**src/rtl/ring_flasher_16.sv**
```systemverilog
// 16-LED ring flasher: while repeat_signal is high, lights the ring clockwise in
// overlapping 8-on/4-off bursts until all LEDs are lit, then clears and restarts.
module ring_flasher_16 #(
  parameter int unsigned TICK_DIV = 1
) (
  input  logic        clk,
  input  logic        rst_n,
  input  logic        repeat_signal,
  output logic [15:0] led
);

  localparam int unsigned PW = (TICK_DIV > 1) ? $clog2(TICK_DIV) : 1;
  localparam logic [PW-1:0] PMAX = PW'(TICK_DIV - 1);

  typedef enum logic [1:0] {IDLE, ON_CW, OFF_CCW, ALL_ON} state_t;

  state_t        state;
  logic [3:0]    base;
  logic [2:0]    k;
  logic [PW-1:0] presc;

  logic          tick;
  logic [3:0]    on_pos;
  logic [3:0]    off_pos;
  logic [15:0]   led_set;
  logic [15:0]   led_clr;

  // Ring positions wrap naturally in 4 bits.
  assign tick    = (presc == PMAX);
  assign on_pos  = base + 4'(k);
  assign off_pos = base + 4'd7 - 4'(k);
  assign led_set = led | (16'h0001 << on_pos);
  assign led_clr = led & ~(16'h0001 << off_pos);

  // Sequencer: state advances only on prescaler ticks.
  always_ff @(posedge clk or negedge rst_n) begin
    if (!rst_n) begin
      state <= IDLE;
      base  <= '0;
      k     <= '0;
      presc <= '0;
      led   <= '0;
    end else begin
      presc <= tick ? '0 : presc + PW'(1);
      if (tick) begin
        case (state)
          IDLE: begin
            led <= '0;
            if (repeat_signal) begin
              state <= ON_CW;
              base  <= '0;
              k     <= '0;
            end
          end
          ON_CW: begin
            led <= led_set;
            if (led_set == 16'hFFFF) begin
              state <= ALL_ON;
            end else if (k == 3'd7) begin
              state <= OFF_CCW;
              k     <= '0;
            end else begin
              k <= k + 3'd1;
            end
          end
          OFF_CCW: begin
            led <= led_clr;
            if (k == 3'd3) begin
              base  <= base + 4'd4;
              k     <= '0;
              state <= ON_CW;
            end else begin
              k <= k + 3'd1;
            end
          end
          ALL_ON: begin
            led   <= '0;
            state <= IDLE;
          end
          default: state <= IDLE;
        endcase
      end
    end
  end

endmodule

```
**config.mk**
```make
export PLATFORM = sky130hd
export DESIGN_NAME = ring_flasher_16
export DESIGN_NICKNAME = d
export VERILOG_FILES = /design/src/rtl/ring_flasher_16.sv
export SDC_FILE = /design/constraint.sdc
export NUM_CORES = 1
export LEC_CHECK = 0
export ABC_AREA = 1
export CORE_MARGIN = 5
export CORE_UTILIZATION = 55
export CTS_CLUSTER_DIAMETER = 60
export CTS_CLUSTER_SIZE = 20
export DETAILED_ROUTE_END_ITERATION = 12
export DONT_BUFFER_PORTS = 1
export PLACE_DENSITY = 0.7
export SETUP_SLACK_MARGIN = 0.4
export SYNTH_ARGS = -nofsm -noshare
export SYNTH_HDL_FRONTEND = slang
export SYNTH_SLANG_ARGS = --single-unit
```
**constraint.sdc**
```tcl
create_clock -name clk -period 6.57 [get_ports clk]
set_input_delay 1.314 -clock clk [delete_from_list [all_inputs] [get_ports clk]]
set_output_delay 1.314 -clock clk [all_outputs]
set_load 0.02 [all_outputs]
```
==> impl_results.html, run 1 <==
<table>
<tr><th>Metric</th><th>Value</th></tr>
<tr><th colspan="2">GRT</th></tr>
<tr><td>Remaining global-route overflow</td><td>0</td></tr>
<tr><td>First-pass GRT wire length</td><td>between 6000 and 7000 um</td></tr>
<tr><td>Number of global-route vias before repair</td><td>roughly 1,400</td></tr>
<tr><td>Pin count of the biggest net entering global routing</td><td>24</td></tr>
<tr><td>Gr usage total</td><td>approximately 18%</td></tr>
<tr><td>Initial antenna violation count</td><td>0</td></tr>
<tr><th colspan="2">Logic synthesis</th></tr>
<tr><td>Cell Area, Synth</td><td>0.00173 sq mm</td></tr>
<tr><td>Warning count from the yosys run</td><td>0</td></tr>
<tr><td>Number of different library cells in the post-synthesis netlist</td><td>29</td></tr>
<tr><td>Nets in the synthesized netlist</td><td>~260</td></tr>
<tr><td>Count of mapped cells out of synthesis</td><td>roughly 240</td></tr>
<tr><td>Per-instance average area after synthesis</td><td>between 7 and 8 sq um</td></tr>
<tr><td>Flop and latch count out of synthesis</td><td>23</td></tr>
<tr><td>Part of the Yosys area used for sequential elements</td><td>around a third</td></tr>
<tr><th colspan="2">Hold path</th></tr>
<tr><td>Worst Hold Class</td><td>flop to flop</td></tr>
<tr><th colspan="2">Job</th></tr>
<tr><td>Number of max-capacitance violations reported</td><td>0</td></tr>
<tr><th colspan="2">Setup path</th></tr>
<tr><td>End point of the critical path</td><td>led[2]$_DFF_PN0_</td></tr>
<tr><td>Number of buffer and inverter stages on the critical path</td><td>3</td></tr>
<tr><td>Category of the most critical setup path</td><td>flop to flop</td></tr>
<tr><td>Critical Path Start</td><td>k[2]$_DFFE_PN0P_</td></tr>
<tr><td>Number of logic stages on the critical path including buffering</td><td>7</td></tr>
<tr><td>Startpoint type of the worst setup path</td><td>flop</td></tr>
<tr><td>Worst reg2reg path endpoint</td><td>led[2]$_DFF_PN0_</td></tr>
<tr><td>Top Family by Delay on Critical Path</td><td>adder cells</td></tr>
<tr><td>Required time at the endpoint of the critical path</td><td>6.79 ns</td></tr>
<tr><td>Largest incremental delay on the critical path</td><td>0.65 ns</td></tr>
<tr><td>CP arrival</td><td>approximately 2.6 ns</td></tr>
<tr><td>Most prevalent standard cell on the critical path</td><td>sky130_fd_sc_hd__inv_1</td></tr>
<tr><td>Ordered cell list for the critical path</td><td>inv_1, ha_1, inv_1, fa_1, inv_1, nor3_1, o31ai_1</td></tr>
<tr><td>Kind of end point of the critical path</td><td>flop</td></tr>
<tr><td>Worst Path Max Fanout</td><td>9</td></tr>
<tr><td>R2R Setup Slk</td><td>~4.2 ns</td></tr>
<tr><td>Slowest cell on the critical path</td><td>sky130_fd_sc_hd__fa_1</td></tr>
<tr><td>Worst reg2reg path depth</td><td>7</td></tr>
<tr><td>Reg2reg start</td><td>k[2]$_DFFE_PN0P_</td></tr>
<tr><th colspan="2">Floorplanning</th></tr>
<tr><td>Core footprint</td><td>0.00303 sq mm</td></tr>
<tr><td>Die outline area</td><td>roughly 0.0044 sq mm</td></tr>
<tr><td>Die X</td><td>between 60 and 70 um</td></tr>
<tr><td>Standard-cell rows</td><td>20</td></tr>
<tr><td>Initial Util</td><td>between 50% and 60%</td></tr>
<tr><td>I/O pins</td><td>19</td></tr>
<tr><td>Die Ht</td><td>between 60 and 70 um</td></tr>
<tr><th colspan="2">Timing</th></tr>
<tr><td>Hold Fails Final Rpt</td><td>0</td></tr>
<tr><td>Worst clock skew</td><td>between 0.0015 and 0.002 ns</td></tr>
<tr><td>Final cycle utilization of the critical path</td><td>36.6%</td></tr>
<tr><td>FMAX</td><td>416 MHz</td></tr>
<tr><td>Final setup violation count</td><td>0</td></tr>
<tr><td>Unrepaired setup endpoints after global routing</td><td>false</td></tr>
<tr><td>Transition at the pin with the smallest max-transition slack</td><td>between 0.7 and 0.8 ns</td></tr>
<tr><td>Min Tclk post-route</td><td>~2.4 ns</td></tr>
<tr><td>Relative slew slack</td><td>between 50% and 60%</td></tr>
<tr><td>Final TNS setup</td><td>0 ns</td></tr>
<tr><td>Fin. max-slew vios</td><td>0</td></tr>
<tr><th colspan="2">Clock network</th></tr>
<tr><td>CTS Sinks</td><td>23</td></tr>
<tr><td>Clock buffers created by TritonCTS</td><td>3</td></tr>
<tr><td>Root buffer cell</td><td>sky130_fd_sc_hd__clkbuf_4</td></tr>
<tr><td>Hold_buf cts</td><td>0</td></tr>
<tr><td>Maximum buffer depth of the clock tree</td><td>2</td></tr>
<tr><td>Clock latency on the worst-skew pair</td><td>0.31 ns</td></tr>
<tr><td>Number of H-tree branching levels</td><td>1</td></tr>
<tr><td>Post CTS Setup Buffer Count</td><td>0</td></tr>
<tr><td>Clock slew at the register clock pins of the worst setup and hold paths</td><td>~0.13 ns</td></tr>
<tr><td>TritonCTS clock tree</td><td>built</td></tr>
<tr><td>Resize count post-CTS</td><td>0</td></tr>
<tr><th colspan="2">Final layout</th></tr>
<tr><td>Area Overhead vs Synth</td><td>3.25%</td></tr>
<tr><td>Filler cell count in the final layout</td><td>about 310</td></tr>
<tr><td>Share of layout cells above drive strength 1</td><td>under 10%</td></tr>
<tr><td>Count of inserted antenna diode cells</td><td>0</td></tr>
<tr><td>Share of the core filled with cells</td><td>approximately three fifths</td></tr>
<tr><td>Layout net count</td><td>between 200 and 300</td></tr>
<tr><th colspan="2">Power</th></tr>
<tr><td>Internal Power</td><td>about 300 uW</td></tr>
<tr><td>Switching power share of the total</td><td>a little over half</td></tr>
<tr><td>Pwr Density</td><td>365 mW/mm^2</td></tr>
<tr><td>Clock group share of total power</td><td>between 10% and 20%</td></tr>
<tr><td>Net switching power figure</td><td>between 300 and 400 uW</td></tr>
<tr><td>Logic pwr share</td><td>between 50 and 60%</td></tr>
<tr><td>Sequential share of power</td><td>32.2%</td></tr>
<tr><td>Worst ir drop on vdd</td><td>~0.21 mV</td></tr>
<tr><td>Leakage</td><td>approximately 0.9 nW</td></tr>
<tr><th colspan="2">Routing</th></tr>
<tr><td>Post-route DRC violation count</td><td>0</td></tr>
<tr><td>Number of vias in the routed layout</td><td>1,419</td></tr>
<tr><td>Avg Vias per Cell</td><td>roughly 5</td></tr>
<tr><td>Number of detailed-routing iterations run before antenna repair</td><td>4</td></tr>
<tr><td>Post-route ant nets</td><td>0</td></tr>
<tr><td>Average wire per cell in the routed design</td><td>roughly 12 um</td></tr>
<tr><td>Number of DRC markers after the initial detailed-route iteration</td><td>71</td></tr>
<tr><td>Detailed-route wire length</td><td>3530 um</td></tr>
<tr><th colspan="2">Placed design</th></tr>
<tr><td>Count of buffers inserted at the top-level ports</td><td>0</td></tr>
<tr><td>Weighted congestion reported at the end of routability-driven placement</td><td>0.840</td></tr>
<tr><td>Half-perimeter wire length after placement</td><td>about 2800 um</td></tr>
<tr><th colspan="2">Status</th></tr>
<tr><td>Result of the run</td><td>complete, no violations</td></tr>
</table>
-- final cells by class --
cell class | count | area, sq um | share of cell area, %
Multi-Input combinational cell | 169 | 955 | 53.4
Sequential cell | 23 | 576 | 32.2
Inverter | 46 | 175 | 9.80
Tap cell | 44 | 55.1 | 3.08
Clock buffer | 4 | 26.3 | 1.47
-- stage by stage --
step                      hold slack [ns]  total power [mW]  instances  cell area (sq um)  setup slack (ns)
after floorplan                     0.490             0.511        243               1730              4.51
after global placement              0.528             0.585        282               1760              4.30
after detailed placement            0.538             0.590        282               1760              4.19
after CTS                           0.570             0.658        286               1790              4.14
after global routing                0.609             0.721        286               1790              3.92
final                               0.563             0.652        286               1790              4.17
-- layer usage --
metal,global-route usage [%],vias to the layer above,share of wire (%),wire length [um]
li1,-,748,-,-
met1,21.4,640,46,1630
met2,32.1,25,49,1740
met3,3.23,6,3.4,119
met4,7.61,0,1.2,44
met5,0,-,0,0
-- power by group through the flow --
stage          sequential (mW)  clock, mW  combinational (mW)
2_1_floorplan            0.206          0               0.305
3_3_place_gp             0.212          0               0.373
3_5_place_dp             0.213          0               0.377
4_1_cts                  0.211     0.0700               0.377
5_1_grt                  0.215     0.0737               0.433
6_report                 0.210     0.0668               0.375
-- cell usage in the layout (no fill, tap or decap), drive strengths merged --
cell / netlist / layout
nand2: 82 / 82
inv: 46 / 46
dfrtp: 23 / 23
ha: 16 / 16
o31ai: 16 / 16
nor2: 15 / 15
nor3: 11 / 11
o21ai: 9 / 9
nand3: 8 / 8
clkbuf: 2 / 4
or2: 2 / 2
a21oi: 2 / 2
conb: 2 / 2
xor2: 2 / 2
a31oi: 1 / 1
o22ai: 1 / 1
a2bb2oi: 1 / 1
fa: 1 / 1
-- tightest hold or removal path: stages (launching register included) --
cell,delay [ns]
sky130_fd_sc_hd__dfrtp_1,0.43
sky130_fd_sc_hd__nand2_1,0.07
sky130_fd_sc_hd__nand2_1,0.05
-- flip-flops by register name (all words and copies together), names as in the netlist --
name and flops:
base 2, led 16, state 2, k 3
-- cells by family after synthesis --
group | count (synthesis) | share of synthesized area [%]
compound gates | 30 | 12.4
xor+xnor | 2 | 1.45
fa+ha+maj | 17 | 12.7
buf+inv | 51 | 11.6
flops | 23 | 33.3
other cells | 2 | 0.434
simple gates | 118 | 28.1
-- synthesized netlist by cell type --
master                      number  area share, %
sky130_fd_sc_hd__nand2_1        79             17
sky130_fd_sc_hd__inv_1          44            9.5
sky130_fd_sc_hd__dfrtp_1        23             33
sky130_fd_sc_hd__ha_1           16             12
sky130_fd_sc_hd__nor2_1         14            3.0
sky130_fd_sc_hd__o31ai_1        13            5.6
sky130_fd_sc_hd__nor3_1         11            3.2
sky130_fd_sc_hd__nand3_1         8            2.3
sky130_fd_sc_hd__o21ai_0         5            1.4
sky130_fd_sc_hd__o21ai_1         3           0.87
sky130_fd_sc_hd__o31ai_2         3            2.2
sky130_fd_sc_hd__a21oi_1         2           0.58
sky130_fd_sc_hd__buf_2           2           0.58
sky130_fd_sc_hd__clkbuf_1        2           0.43
sky130_fd_sc_hd__conb_1          2           0.43
sky130_fd_sc_hd__nand2_2         2           0.72
sky130_fd_sc_hd__or2_2           2           0.72
sky130_fd_sc_hd__a2bb2oi_1       1           0.51
sky130_fd_sc_hd__a31oi_1         1           0.36
sky130_fd_sc_hd__buf_4           1           0.43
sky130_fd_sc_hd__fa_1            1            1.2
sky130_fd_sc_hd__inv_2           1           0.22
sky130_fd_sc_hd__inv_4           1           0.36
sky130_fd_sc_hd__nand2_4         1           0.65
sky130_fd_sc_hd__nor2_2          1           0.36
sky130_fd_sc_hd__o21ai_2         1           0.51
sky130_fd_sc_hd__o22ai_1         1           0.36
sky130_fd_sc_hd__xor2_1          1           0.51
sky130_fd_sc_hd__xor2_2          1           0.94
-- how the worst min path moves through the flow --
stage                                     from                    to  slack [ns]  depth (start not counted)
after floorplan           state[1]$_DFFE_PN0P_  state[1]$_DFFE_PN0P_        0.49                          2
after global placement    state[1]$_DFFE_PN0P_  state[1]$_DFFE_PN0P_        0.53                          2
after detailed placement  state[1]$_DFFE_PN0P_  state[1]$_DFFE_PN0P_        0.54                          2
after CTS                 state[1]$_DFFE_PN0P_  state[1]$_DFFE_PN0P_        0.57                          2
after global routing      state[0]$_DFFE_PN0P_  state[0]$_DFFE_PN0P_        0.61                          2
final                     state[1]$_DFFE_PN0P_  state[1]$_DFFE_PN0P_        0.56                          2
Note: power is estimated with default switching activity, not from simulation.
==> inputs of run 2 (changes only) <==
==> constraint.sdc (replaced) <==
create_clock -name clk -period 2.5 [get_ports clk]
set_input_delay 0.5 -clock clk [delete_from_list [all_inputs] [get_ports clk]]
set_output_delay 0.5 -clock clk [all_outputs]
set_load 0.02 [all_outputs]
==> impl_results.html, run 2 (synthesized netlist as in run 1, its figures left out) <==
<table>
<tr><th>Metric</th><th>Value</th></tr>
<tr><th colspan="2">Final layout</th></tr>
<tr><td>Area Overhead vs Synth</td><td>9.26% (was 3.25%)</td></tr>
<tr><td>Largest register by flop count</td><td>led (unchanged)</td></tr>
<tr><td>Most common cell after layout, fill and taps aside</td><td>sky130_fd_sc_hd__nand2_1 (unchanged)</td></tr>
<tr><td>Largest registers ranked by flip-flop count</td><td>led x16, k x3 (unchanged)</td></tr>
<tr><td>Count of inserted antenna diode cells</td><td>0 (unchanged)</td></tr>
<tr><td>Layout net count</td><td>271 (was 263)</td></tr>
<tr><td>Share of the core filled with cells</td><td>62.4% (was 59.0%)</td></tr>
<tr><td>Share of layout cells above drive strength 1</td><td>16.8% (was 6.61%)</td></tr>
<tr><td>Highest-count cells in the layout ignoring fill and taps</td><td>sky130_fd_sc_hd__nand2_1 (75), sky130_fd_sc_hd__inv_1 (37), sky130_fd_sc_hd__dfrtp_1 (21) (was sky130_fd_sc_hd__nand2_1 (79), sky130_fd_sc_hd__inv_1 (44), sky130_fd_sc_hd__dfrtp_1 (23))</td></tr>
<tr><td>Max reg flops</td><td>16 (unchanged)</td></tr>
<tr><th colspan="2">Placed design</th></tr>
<tr><td>Weighted congestion reported at the end of routability-driven placement</td><td>0.906 (was 0.840)</td></tr>
<tr><td>Count of buffers inserted at the top-level ports</td><td>0 (unchanged)</td></tr>
<tr><td>Half-perimeter wire length after placement</td><td>2850 um (was 2810 um)</td></tr>
<tr><td>Worst setup slack after placement</td><td>0.150 ns (was 4.19 ns)</td></tr>
<tr><th colspan="2">Floorplanning</th></tr>
<tr><td>Initial Util</td><td>57.1% (unchanged)</td></tr>
<tr><td>Die outline area</td><td>0.00437 sq mm (unchanged)</td></tr>
<tr><td>Core footprint</td><td>0.00303 sq mm (unchanged)</td></tr>
<tr><td>Standard-cell rows</td><td>20 (unchanged)</td></tr>
<tr><td>Die Ht</td><td>66.1 um (unchanged)</td></tr>
<tr><td>Die X</td><td>66.1 um (unchanged)</td></tr>
<tr><td>I/O pins</td><td>19 (unchanged)</td></tr>
<tr><th colspan="2">Setup path</th></tr>
<tr><td>Kind of end point of the critical path</td><td>flop (unchanged)</td></tr>
<tr><td>Ordered cell list for the critical path</td><td>inv_2, ha_4, inv_1, fa_2, inv_2, nor3_1, o31ai_1 (was inv_1, ha_1, inv_1, fa_1, inv_1, nor3_1, o31ai_1)</td></tr>
<tr><td>Slowest cell on the critical path</td><td>sky130_fd_sc_hd__fa_2 (was sky130_fd_sc_hd__fa_1)</td></tr>
<tr><td>Largest incremental delay on the critical path</td><td>0.53 ns (was 0.65 ns)</td></tr>
<tr><td>Top Family by Delay on Critical Path</td><td>adder cells (unchanged)</td></tr>
<tr><td>Worst Path Max Fanout</td><td>9 (unchanged)</td></tr>
<tr><td>Category of the most critical setup path</td><td>flop to flop (unchanged)</td></tr>
<tr><td>Most prevalent standard cell on the critical path</td><td>sky130_fd_sc_hd__inv_2 (was sky130_fd_sc_hd__inv_1)</td></tr>
<tr><td>Startpoint type of the worst setup path</td><td>flop (unchanged)</td></tr>
<tr><td>Number of buffer and inverter stages on the critical path</td><td>3 (unchanged)</td></tr>
<tr><td>CP arrival</td><td>2.17 ns (was 2.62 ns)</td></tr>
<tr><td>Required time at the endpoint of the critical path</td><td>2.73 ns (was 6.79 ns)</td></tr>
<tr><th colspan="2">Power</th></tr>
<tr><td>Leakage</td><td>0.944 nW (was 0.905 nW)</td></tr>
<tr><td>Worst ir drop on vdd</td><td>0.654 mV (was 0.212 mV)</td></tr>
<tr><td>Pwr Density</td><td>971 mW/mm^2 (was 365 mW/mm^2)</td></tr>
<tr><th colspan="2">GRT</th></tr>
<tr><td>First-pass GRT wire length</td><td>6580 um (was 6200 um)</td></tr>
<tr><td>Remaining global-route overflow</td><td>0 (unchanged)</td></tr>
<tr><td>Gr usage total</td><td>19.5% (was 18.2%)</td></tr>
<tr><td>Number of global-route vias before repair</td><td>1,457 (was 1,436)</td></tr>
<tr><td>Initial antenna violation count</td><td>0 (unchanged)</td></tr>
<tr><td>Pin count of the biggest net entering global routing</td><td>24 (unchanged)</td></tr>
<tr><th colspan="2">Routing</th></tr>
<tr><td>Avg Vias per Cell</td><td>5.07 (was 4.96)</td></tr>
<tr><td>Average wire per cell in the routed design</td><td>12.8 um (was 12.3 um)</td></tr>
<tr><td>Number of DRC markers after the initial detailed-route iteration</td><td>137 (was 71)</td></tr>
<tr><td>Number of vias in the routed layout</td><td>1,491 (was 1,419)</td></tr>
<tr><td>Number of detailed-routing iterations run before antenna repair</td><td>6 (was 4)</td></tr>
<tr><td>Detailed-route wire length</td><td>3770 um (was 3530 um)</td></tr>
<tr><td>Post-route DRC violation count</td><td>0 (unchanged)</td></tr>
<tr><td>Post-route ant nets</td><td>0 (unchanged)</td></tr>
<tr><th colspan="2">Timing</th></tr>
<tr><td>Setup slack after layout</td><td>0.559 ns (was 4.17 ns)</td></tr>
<tr><td>Hold Fails Final Rpt</td><td>0 (unchanged)</td></tr>
<tr><td>Relative slew slack</td><td>31.4% (was 51.5%)</td></tr>
<tr><td>FMAX</td><td>515 MHz (was 416 MHz)</td></tr>
<tr><td>Fin. max-slew vios</td><td>0 (unchanged)</td></tr>
<tr><td>Final cycle utilization of the critical path</td><td>77.6% (was 36.6%)</td></tr>
<tr><td>Unrepaired setup endpoints after global routing</td><td>true (was false)</td></tr>
<tr><td>Transition at the pin with the smallest max-transition slack</td><td>1.03 ns (was 0.728 ns)</td></tr>
<tr><td>Min Tclk post-route</td><td>1.94 ns (was 2.40 ns)</td></tr>
<tr><td>Final setup violation count</td><td>0 (unchanged)</td></tr>
<tr><td>Final TNS setup</td><td>0 ns (unchanged)</td></tr>
<tr><td>Worst-case hold slack</td><td>0.532 ns (was 0.563 ns)</td></tr>
<tr><td>Worst clock skew</td><td>0.00340 ns (was 0.00180 ns)</td></tr>
<tr><th colspan="2">Clock network</th></tr>
<tr><td>Number of H-tree branching levels</td><td>1 (unchanged)</td></tr>
<tr><td>Clock latency on the worst-skew pair</td><td>0.32 ns (was 0.31 ns)</td></tr>
<tr><td>Clock slew at the register clock pins of the worst setup and hold paths</td><td>0.13 ns (about the same)</td></tr>
<tr><td>Maximum buffer depth of the clock tree</td><td>2 (unchanged)</td></tr>
<tr><td>Clock buffers created by TritonCTS</td><td>3 (unchanged)</td></tr>
<tr><td>TritonCTS clock tree</td><td>built (unchanged)</td></tr>
<tr><td>Root buffer cell</td><td>sky130_fd_sc_hd__clkbuf_4 (unchanged)</td></tr>
<tr><td>CTS Sinks</td><td>23 (unchanged)</td></tr>
<tr><th colspan="2">Job</th></tr>
<tr><td>Number of max-capacitance violations reported</td><td>0 (unchanged)</td></tr>
<tr><th colspan="2">Hold path</th></tr>
<tr><td>Worst Hold Class</td><td>primary input to flop (was flop to flop)</td></tr>
<tr><th colspan="2">Status</th></tr>
<tr><td>Result of the run</td><td>complete, no violations (unchanged)</td></tr>
</table>
## run 2: changes by cell type in the layout (fill, tap and decap cells not counted), sizes merged
cell	change
buf	+6
dlygate4sd3	+1
nand2	+1
## run 2: area by class of cell
class / count / area, sq um
repair buffers: 7 / 55.1
fillers: 283 / 1140
clock buffers: 4 / 26.3
multi-input cells: 170 / 1000
inverters: 46 / 175
well taps: 44 / 55.1
flip-flops and latches: 23 / 578
## run 2: worst paths after layout
| kind | end | start | slack (ns) | cells past startpoint |
|---|---|---|---|---|
| setup / recovery | led[0]$_DFF_PN0_ | k[2]$_DFFE_PN0P_ | 0.56 | 7 |
| hold / removal | base[3]$_DFFE_PN0P_ | repeat_signal | 0.53 | 4 |
| setup reg to reg | led[0]$_DFF_PN0_ | k[2]$_DFFE_PN0P_ | 0.56 | 7 |
| hold reg to reg | state[1]$_DFFE_PN0P_ | state[1]$_DFFE_PN0P_ | 0.56 | 2 |
| max in group asynchronous | k[0]$_DFFE_PN0P_ | rst_n | 1.03 | 1 |
| min in group asynchronous | base[3]$_DFFE_PN0P_ | rst_n | 0.79 | 1 |
## run 2: timing repair
item | 4_1_cts | 5_1_grt
buffers inserted | 1 | 4
pin swaps | 1 | 4
gates cloned | 0 | 1
hold endpoints to repair | 23 | 0
hold buffers | 1 | 0
setup endpoints to repair | 21 | 14
resized for setup | 4 | 19
## run 2: where the power goes
| part | total (mW) | internal [mW] | switching, mW | leakage, nW |
|---|---|---|---|---|
| clock network | 0.179 | 0.0625 | 0.116 | 0.0150 |
| logic | 1.10 | 0.360 | 0.741 | 0.618 |
| registers | 0.556 | 0.445 | 0.111 | 0.310 |
## run 2: per-stage QoR
step	total power, mW	instance area (sq um)	instances
final	1.84	1890	294
after floorplan	1.34	1730	243
after global routing	2.04	1890	294
after CTS	1.76	1820	289
after global placement	1.54	1770	283
after detailed placement	1.56	1770	283
## run 2: per-layer routing
layer  GRT usage [%]  vias up  routed length (um)
li1                -      772                   -
met2            32.0       45                1840
met3            2.38       11                 198
met4            7.36        0                  93
met5               0        -                   0
met1            26.0      663                1630
## run 2: worst min-delay path: stages
cell	delay, ns
sky130_fd_sc_hd__nor2_1	0.03
sky130_fd_sc_hd__inv_1	0.06
sky130_fd_sc_hd__nand2_2	0.07
sky130_fd_sc_hd__o22ai_1	0.15
